**src/rtl/sequential_divider.sv**
```systemverilog
// Restoring sequential divider: 2*data_width dividend / data_width divisor,
// signed or unsigned, one quotient bit per cycle, start/done handshake.
// Build option: define DIVIDER_SAT_EN to saturate the quotient on overflow;
// without it an overflowing quotient is the low bits of the full quotient.
module sequential_divider #(
  parameter int data_width = 4
) (
  input  logic                      clk,
  input  logic                      rst_n,
  input  logic                      start,
  input  logic                      is_signed,
  input  logic [2*data_width-1:0]   dividend,
  input  logic [data_width-1:0]     divisor,
  output logic                      busy,
  output logic                      done,
  output logic [data_width-1:0]     quotient,
  output logic [data_width-1:0]     remainder,
  output logic                      overflow,
  output logic                      div_by_zero
);

  localparam int W  = data_width;
  localparam int DW = 2 * data_width;
  localparam int CW = $clog2(DW + 1);
  localparam logic [DW-1:0] HALF_RANGE = DW'(1) << (W - 1);

  typedef enum logic [1:0] {
    IDLE,
    CALC,
    FIX
  } state_t;

  state_t          state_q;
  logic [W:0]      rem_q;
  logic [DW-1:0]   dvd_q;
  logic [CW-1:0]   cnt_q;
  logic [W-1:0]    dsr_mag_q;
  logic [W-1:0]    dvd_low_q;
  logic            sgn_q;
  logic            dvd_neg_q;
  logic            dsr_neg_q;
  logic            zero_q;
  logic            busy_q;
  logic            done_q;
  logic [W-1:0]    quotient_q;
  logic [W-1:0]    remainder_q;
  logic            overflow_q;
  logic            dbz_q;

  logic            dvd_neg_d;
  logic            dsr_neg_d;
  logic [DW-1:0]   dvd_mag_d;
  logic [W-1:0]    dsr_mag_d;
  logic [W+1:0]    shift_rem_d;
  logic [W+1:0]    dsr_ext_d;
  logic            keep_d;
  logic [W:0]      rem_next_d;
  logic [DW-1:0]   dvd_next_d;
  logic            q_neg_d;
  logic [DW-1:0]   q_full_d;
  logic [W-1:0]    q_out_d;
  logic [W-1:0]    r_out_d;
  logic            ovf_d;

  // Operand magnitudes at acceptance, one restoring step, and sign fix-up of the final result.
  always_comb begin
    dvd_neg_d   = is_signed & dividend[DW-1];
    dsr_neg_d   = is_signed & divisor[W-1];
    dvd_mag_d   = dvd_neg_d ? -dividend : dividend;
    dsr_mag_d   = dsr_neg_d ? -divisor : divisor;

    shift_rem_d = {rem_q, dvd_q[DW-1]};
    dsr_ext_d   = {2'b00, dsr_mag_q};
    keep_d      = (shift_rem_d >= dsr_ext_d);
    rem_next_d  = keep_d ? (W+1)'(shift_rem_d - dsr_ext_d) : shift_rem_d[W:0];
    dvd_next_d  = {dvd_q[DW-2:0], keep_d};

    q_neg_d     = sgn_q & (dvd_neg_q ^ dsr_neg_q);
    q_full_d    = q_neg_d ? -dvd_q : dvd_q;
    r_out_d     = dvd_neg_q ? -rem_q[W-1:0] : rem_q[W-1:0];

    if (sgn_q) begin
      ovf_d = q_neg_d ? (dvd_q > HALF_RANGE) : (dvd_q >= HALF_RANGE);
    end else begin
      ovf_d = |dvd_q[DW-1:W];
    end

`ifdef DIVIDER_SAT_EN
    if (ovf_d) begin
      if (sgn_q) begin
        q_out_d = q_neg_d ? {1'b1, {(W-1){1'b0}}} : {1'b0, {(W-1){1'b1}}};
      end else begin
        q_out_d = '1;
      end
    end else begin
      q_out_d = q_full_d[W-1:0];
    end
`else
    q_out_d = q_full_d[W-1:0];
`endif
  end

  // Control FSM with registered handshake and result outputs.
  always_ff @(posedge clk) begin
    if (!rst_n) begin
      state_q     <= IDLE;
      rem_q       <= '0;
      dvd_q       <= '0;
      cnt_q       <= '0;
      dsr_mag_q   <= '0;
      dvd_low_q   <= '0;
      sgn_q       <= 1'b0;
      dvd_neg_q   <= 1'b0;
      dsr_neg_q   <= 1'b0;
      zero_q      <= 1'b0;
      busy_q      <= 1'b0;
      done_q      <= 1'b0;
      quotient_q  <= '0;
      remainder_q <= '0;
      overflow_q  <= 1'b0;
      dbz_q       <= 1'b0;
    end else begin
      done_q <= 1'b0;
      case (state_q)
        IDLE: begin
          if (start) begin
            sgn_q     <= is_signed;
            dvd_neg_q <= dvd_neg_d;
            dsr_neg_q <= dsr_neg_d;
            dvd_low_q <= dividend[W-1:0];
            busy_q    <= 1'b1;
            if (divisor == '0) begin
              zero_q  <= 1'b1;
              state_q <= FIX;
            end else begin
              zero_q    <= 1'b0;
              dsr_mag_q <= dsr_mag_d;
              dvd_q     <= dvd_mag_d;
              rem_q     <= '0;
              cnt_q     <= CW'(DW);
              state_q   <= CALC;
            end
          end
        end
        CALC: begin
          rem_q <= rem_next_d;
          dvd_q <= dvd_next_d;
          cnt_q <= cnt_q - CW'(1);
          if (cnt_q == CW'(1)) begin
            state_q <= FIX;
          end
        end
        FIX: begin
          done_q  <= 1'b1;
          busy_q  <= 1'b0;
          state_q <= IDLE;
          if (zero_q) begin
            quotient_q  <= '1;
            remainder_q <= dvd_low_q;
            overflow_q  <= 1'b0;
            dbz_q       <= 1'b1;
          end else begin
            quotient_q  <= q_out_d;
            remainder_q <= r_out_d;
            overflow_q  <= ovf_d;
            dbz_q       <= 1'b0;
          end
        end
        default: state_q <= IDLE;
      endcase
    end
  end

  assign busy        = busy_q;
  assign done        = done_q;
  assign quotient    = quotient_q;
  assign remainder   = remainder_q;
  assign overflow    = overflow_q;
  assign div_by_zero = dbz_q;

endmodule

```
**config.mk**
```make
export PLATFORM = sky130hd
export DESIGN_NAME = sequential_divider
export DESIGN_NICKNAME = d
export VERILOG_FILES = /design/src/rtl/sequential_divider.sv
export SDC_FILE = /design/constraint.sdc
export NUM_CORES = 1
export LEC_CHECK = 0
export ABC_AREA = 1
export CAP_MARGIN = 5
export CORE_AREA = 2 2 87 68
export DETAILED_ROUTE_END_ITERATION = 10
export DIE_AREA = 0 0 89 70
export GPL_TIMING_DRIVEN = 1
export PLACE_DENSITY = 0.64
export SLEW_MARGIN = 20
export SYNTH_ARGS = -nofsm -noshare
export SYNTH_HDL_FRONTEND = slang
export SYNTH_SLANG_ARGS = --single-unit
```
**constraint.sdc**
```tcl
create_clock -name clk -period 2 [get_ports clk]
set_input_delay 0.5 -clock clk [delete_from_list [all_inputs] [get_ports clk]]
set_output_delay 0.5 -clock clk [all_outputs]
set_load 0.005 [all_outputs]
```
### Word level (Yosys, flattened, before mapping)

Cells that the tools add are included.

| storage, ports and cells | value |
|---|---|
| bits in registers | 43 |
| input port bits | 16 |
| output and inout port bits | 12 |
| logic and storage cells | 74 |

| cells by class | value |
|---|---|
| add/subtract/negate cells | 6 |
| $lt $le $gt $ge | 3 |
| equality and inequality tests | 6 |
| mux-type cells | 28 |
| bitwise logic cells | 5 |
| reductions and logical operators | 10 |

Operators by type and width:

| kind | count |
|---|---|
| 4-bit two-way mux | 7 |
| 8-bit two-way mux | 3 |
| 8-bit one-hot mux with 2 select lines | 1 |
| 5-bit two-way mux | 3 |
| 4-bit negator | 3 |
| 5-bit one-hot mux with 2 select lines | 1 |
| 8-bit by 4-bit >= comparator with 1-bit output, second input constant | 1 |
| 8-bit by 4-bit > comparator with 1-bit output, second input constant | 1 |
| 8-bit negator | 1 |
| 4-bit one-hot mux with 2 select lines | 1 |
| 1-bit two-way mux | 7 |
| 6-bit by 4-bit >= comparator with 1-bit output | 1 |
| 2-bit two-way mux | 3 |
| 2-bit != test, second input constant | 3 |
| 2-bit AND reduction | 3 |
| 3-bit AND reduction | 2 |
| 5-bit by 4-bit subtractor with 5-bit output | 1 |
| 4-bit by 1-bit == test with 1-bit output, second input constant | 1 |
| 4-bit logical NOT | 1 |
| 2-bit one-hot mux with 2 select lines | 1 |
| 2-bit nonzero test | 2 |
| 4-bit OR reduction | 1 |
| 4-bit by 1-bit subtractor with 4-bit output, second input constant | 1 |
| 1-bit bitwise AND | 3 |
| 6 further kinds | 6 |

### Longest topological paths before layout

| depth | value |
|---|---|
| depth in word-level cells | 5 |
| mapped depth | 12 |
| gate-level depth less buffers | 12 |

### Least setup slack after synthesis

No wires, ideal clock.

| timing path | value |
|---|---|
| path type | register to register |
| start | register dvd_q[7] |
| end | register rem_q[0] |
| library setup time | 0.070 ns |
| arrival | 1.562 ns |
| required time | 1.930 ns |
| slack | 0.367 ns |
| cell stages (with the launch flop) | 12 |
| buffers on the path | 0 |
| period minus slack after synthesis | 1.633 ns |
| path through | dfxtp_1 -> inv_1 -> ha_1 -> inv_1 -> fa_1 -> inv_1 -> nor2_1 -> nor2_2 -> nand2_2 -> nand2_1 -> nand3_1 -> a21oi_1 |

| on the way | value |
|---|---|
| cells in the longest elaborated chain, start to end | 3 |
| elaborated cells between the ends (all ways) | 4 |
| those cells by class | 1 x add/sub; 1 x order compare; 2 x mux |

RTL lines:

| what | line | RTL |
|---|---|---|
| from (decl) | 35 | `logic [DW-1:0] dvd_q;` |
| from (signal assigned) | 138 | `dvd_q <= dvd_mag_d;` |
| from (signal assigned) | 147 | `dvd_q <= dvd_next_d;` |
| 5-bit by 4-bit subtractor with 5-bit output / 6-bit by 4-bit >= comparator with 1-bit output (equally long branches) | 75, 74 |  |
| 5-bit two-way mux * | 75 | `rem_next_d = keep_d ? (W+1)'(shift_rem_d - dsr_ext_d) : shift_rem_d[W:0];` |
| 5-bit one-hot mux with 2 select lines * | 124 | `case (state_q)` |
| to (signal assigned) | 146 | `rem_q <= rem_next_d;` |
| to (decl) | 34 | `logic [W:0] rem_q;` |

Every way passes the cells marked *; elsewhere a longest branch is shown, timed or not.
A chain may end at the register's enable or synchronous reset.

### Worst setup path in the final report

| timing path | value |
|---|---|
| start | register dvd_q[7] |
| end | register rem_q[1] |

The elaborated chain is that of the path after synthesis.

==> reports/metrics.cfg <==
[status]
outcome = finished clean

[layout]
utilization_pct = 52.6
area_growth_pct = 23.5
multiInputGateArea_sq_um = 1240
diodes = 0
nFillCells = 585
final-seq-area_sq_um = 861
nets = 414
drive_gt1_share_pct = 12.4

[logic_synthesis]
synth_top_area_share_pct = 36.6
yosysMostFrequentCell = nand2_1
syn-num-nets = 370
synth_common_cells = nand2_1, inv_1, dfxtp_1, nor2_1, nand3_1
syn_avg_cell_area_sq_um = 6.86
yosys.area.top_type = dfxtp_1
synth_ff_type = dfxtp_1
yosys_warnings = 0
netlist_top_cells_area = dfxtp_1, nand2_1, inv_1, nand3_1, ha_1
ys_seq_area_share_pct = 36.6
synthArstFlopShare_pct = 0
netlist_area_sq_um = 2350
ys_seq_elements = 43
synth_cells = 343
synth_edf_count = 0
yosysUniqueCellTypes = 34

[clocking]
clockBufferDepth = 2
clkLatencyLatePin_ns = 0.30
root_buffer = clkbuf_8
htree_levels = 2
cts_made_buffers = 5
cts_tree = built
cts_hold_buffers = 0
path_clk_slew_ns = 0.08
clkSinkCount = 43

[critical_path]
critPathKind = flop to flop
critPathMaxFanout = 5
cpMostUsedCell = inv_1
crit_chain = inv_1, ha_1, inv_1, fa_2, inv_1, nor2_1, nor2_2, buf_4, nand3_1, nand3_1, a21oi_1
critPathRequiredTime_ns = 2.19
crit_arrival_ns = 2.04
max_stage_delay_ns = 0.36
end_kind = flop
crit_buf_inv = 4
cp_slowest_cell = fa_2
start_kind = flop
crit_family = adder cells

[drt]
wl_per_cell_microns = 11.8
drt_drc_violations_left = 0
num_vias = 2212
firstDrtPassIters = 4
ant_nets = 0
wirelength_microns = 5500
drt_iter0_markers = 197
viasPerCell = 4.75

[floorplan]
coreArea_sq_um = 5530
num_rows = 24
ios = 28
die-area_sq_um = 6230
initial_core_util_pct = 42.6
die_y_microns = 70
die_w_microns = 89

[timing]
finClkSkew_ns = 0.00722
drv_slew = 0
max-slew-margin-rel_pct = 67.7
fin_setup_tns_ns = 0
grt_setup_unrepaired = false
fin_ws_ns = 0.147
min_period_over_period_pct = 92.7
finalSetupViolations = 0
fmax_ghz = 0.540
worst_pin_slew_ns = 0.480
hold_viol_final = 0
period_needed_ns = 1.85

[worst_hold_path]
hold_class = flop to flop

[power]
vdd_drop_max_mv = 0.241
p_per_area_nw_per_um2 = 764
leakagePower_nw = 1.29

[placed_design]
preCtsSetupSlack_ns = -0.0707
io_buffer_count = 27
hpwlAfterDp_microns = 4280
gp_congestion = 0.872

[grt]
grt_pass1_vias = 1962
overflow = 0
grt_first_pass_wirelength_microns = 9200
grt_max_degree = 19
antenna_found_initial = 0
grtUsageTotal_pct = 19.1

[job]
cap_violations = 0

==> report_power, final <==
part | switching (mW) | leakage, nW | total (mW) | internal [mW]
sequential | 0.0608 | 0.352 | 0.994 | 0.933
clock | 0.311 | 0.0412 | 0.556 | 0.244
combinational | 0.391 | 0.896 | 0.670 | 0.279
total | 0.763 | 1.29 | 2.22 | 1.46
==> metrics by stage <==
stage / power (mW) / cell area [sq um] / hold WS, ns / std cells
after floorplan: 1.46 / 2350 / 0.439 / 343
after global placement: 1.65 / 2810 / 0.449 / 457
after detailed placement: 1.66 / 2810 / 0.455 / 457
after CTS: 2.22 / 2900 / 0.468 / 465
after global routing: 2.37 / 2910 / 0.490 / 466
final: 2.22 / 2910 / 0.462 / 466
==> worst min-delay path, cell delays in order (launching register included) <==
cell and delay, ns:
dfxtp_1 0.32, nand2_1 0.06, a21oi_1 0.05
==> repair_timing <==
| action | in CTS | in global routing |
|---|---|---|
| gates resized for setup | 0 | 1 |
| setup buffers | 0 | 1 |
| setup endpoints to repair | 0 | 4 |
==> cell usage in the layout (no fill, tap or decap), types with 2 or more instances in the layout <==
cell	synthesis	routed
inv_1	48	48
dfxtp_1	43	43
nand2_1	80	80
nor2_4	2	2
a21oi_1	24	24
clkbuf_8	0	5
xor2_1	4	4
a211oi_1	3	3
clkinv_2	1	2
a31oi_1	6	6
nor2_2	4	4
o21ai_0	19	19
buf_4	1	15
clkdlybuf4s50_1	0	27
nand3_1	28	28
or2_2	2	2
ha_1	10	10
nor2_1	29	29
o22ai_1	5	5
o21ai_1	5	5
nand2_2	5	5
inv_2	6	6
nand4_1	3	3
==> logic make-up (layout without fill, tap and decap cells) <==
| group | Yosys count | after routing | synth area share [%] |
|---|---|---|---|
| simple gates | 157 | 157 | 29.6 |
| compound gates | 65 | 65 | 15.2 |
| buf+inv | 62 | 107 | 10.6 |
| flops | 43 | 43 | 36.6 |
| fa+ha+maj | 11 | 11 | 6.17 |
| xor+xnor | 5 | 5 | 1.86 |
==> layout make-up <==
class | instances | share of cell area (%)
Tap cell | 78 | 3.36
Clock buffer | 6 | 2.50
Sequential cell | 43 | 29.6
Multi-Input combinational cell | 238 | 42.9
Clock inverter | 2 | 0.431
Timing Repair Buffer | 43 | 13.9
Inverter | 56 | 7.36
==> worst paths after layout <==
| kind | startpoint | endpoint | slack [ns] | cells after the start |
|---|---|---|---|---|
| worst max-delay path | dvd_q[7] | rem_q[1] | 0.15 | 11 |
| worst min-delay path | cnt_q[2] | cnt_q[2] | 0.46 | 2 |
| worst max register to register | dvd_q[7] | rem_q[1] | 0.15 | 11 |
| worst min register to register | cnt_q[2] | cnt_q[2] | 0.46 | 2 |
==> metal layers <==
layer	routed length, microns	part of all wire [%]	global-route usage, %
met1	2960	54	29.5
met2	2280	41	26.5
met3	221	4.0	3.66
met4	40	0.73	5.80
met5	0	0	0
==> registers in the layout, indices dropped and copies added, names as in the netlist, 2 cells and up <==
register,count
cnt_q,4
remainder,4
state_q,2
dvd_q,8
quotient,4
dsr_mag_q,4
rem_q,5
dvd_low_q,4
Note: power is estimated with default switching activity, not from simulation.
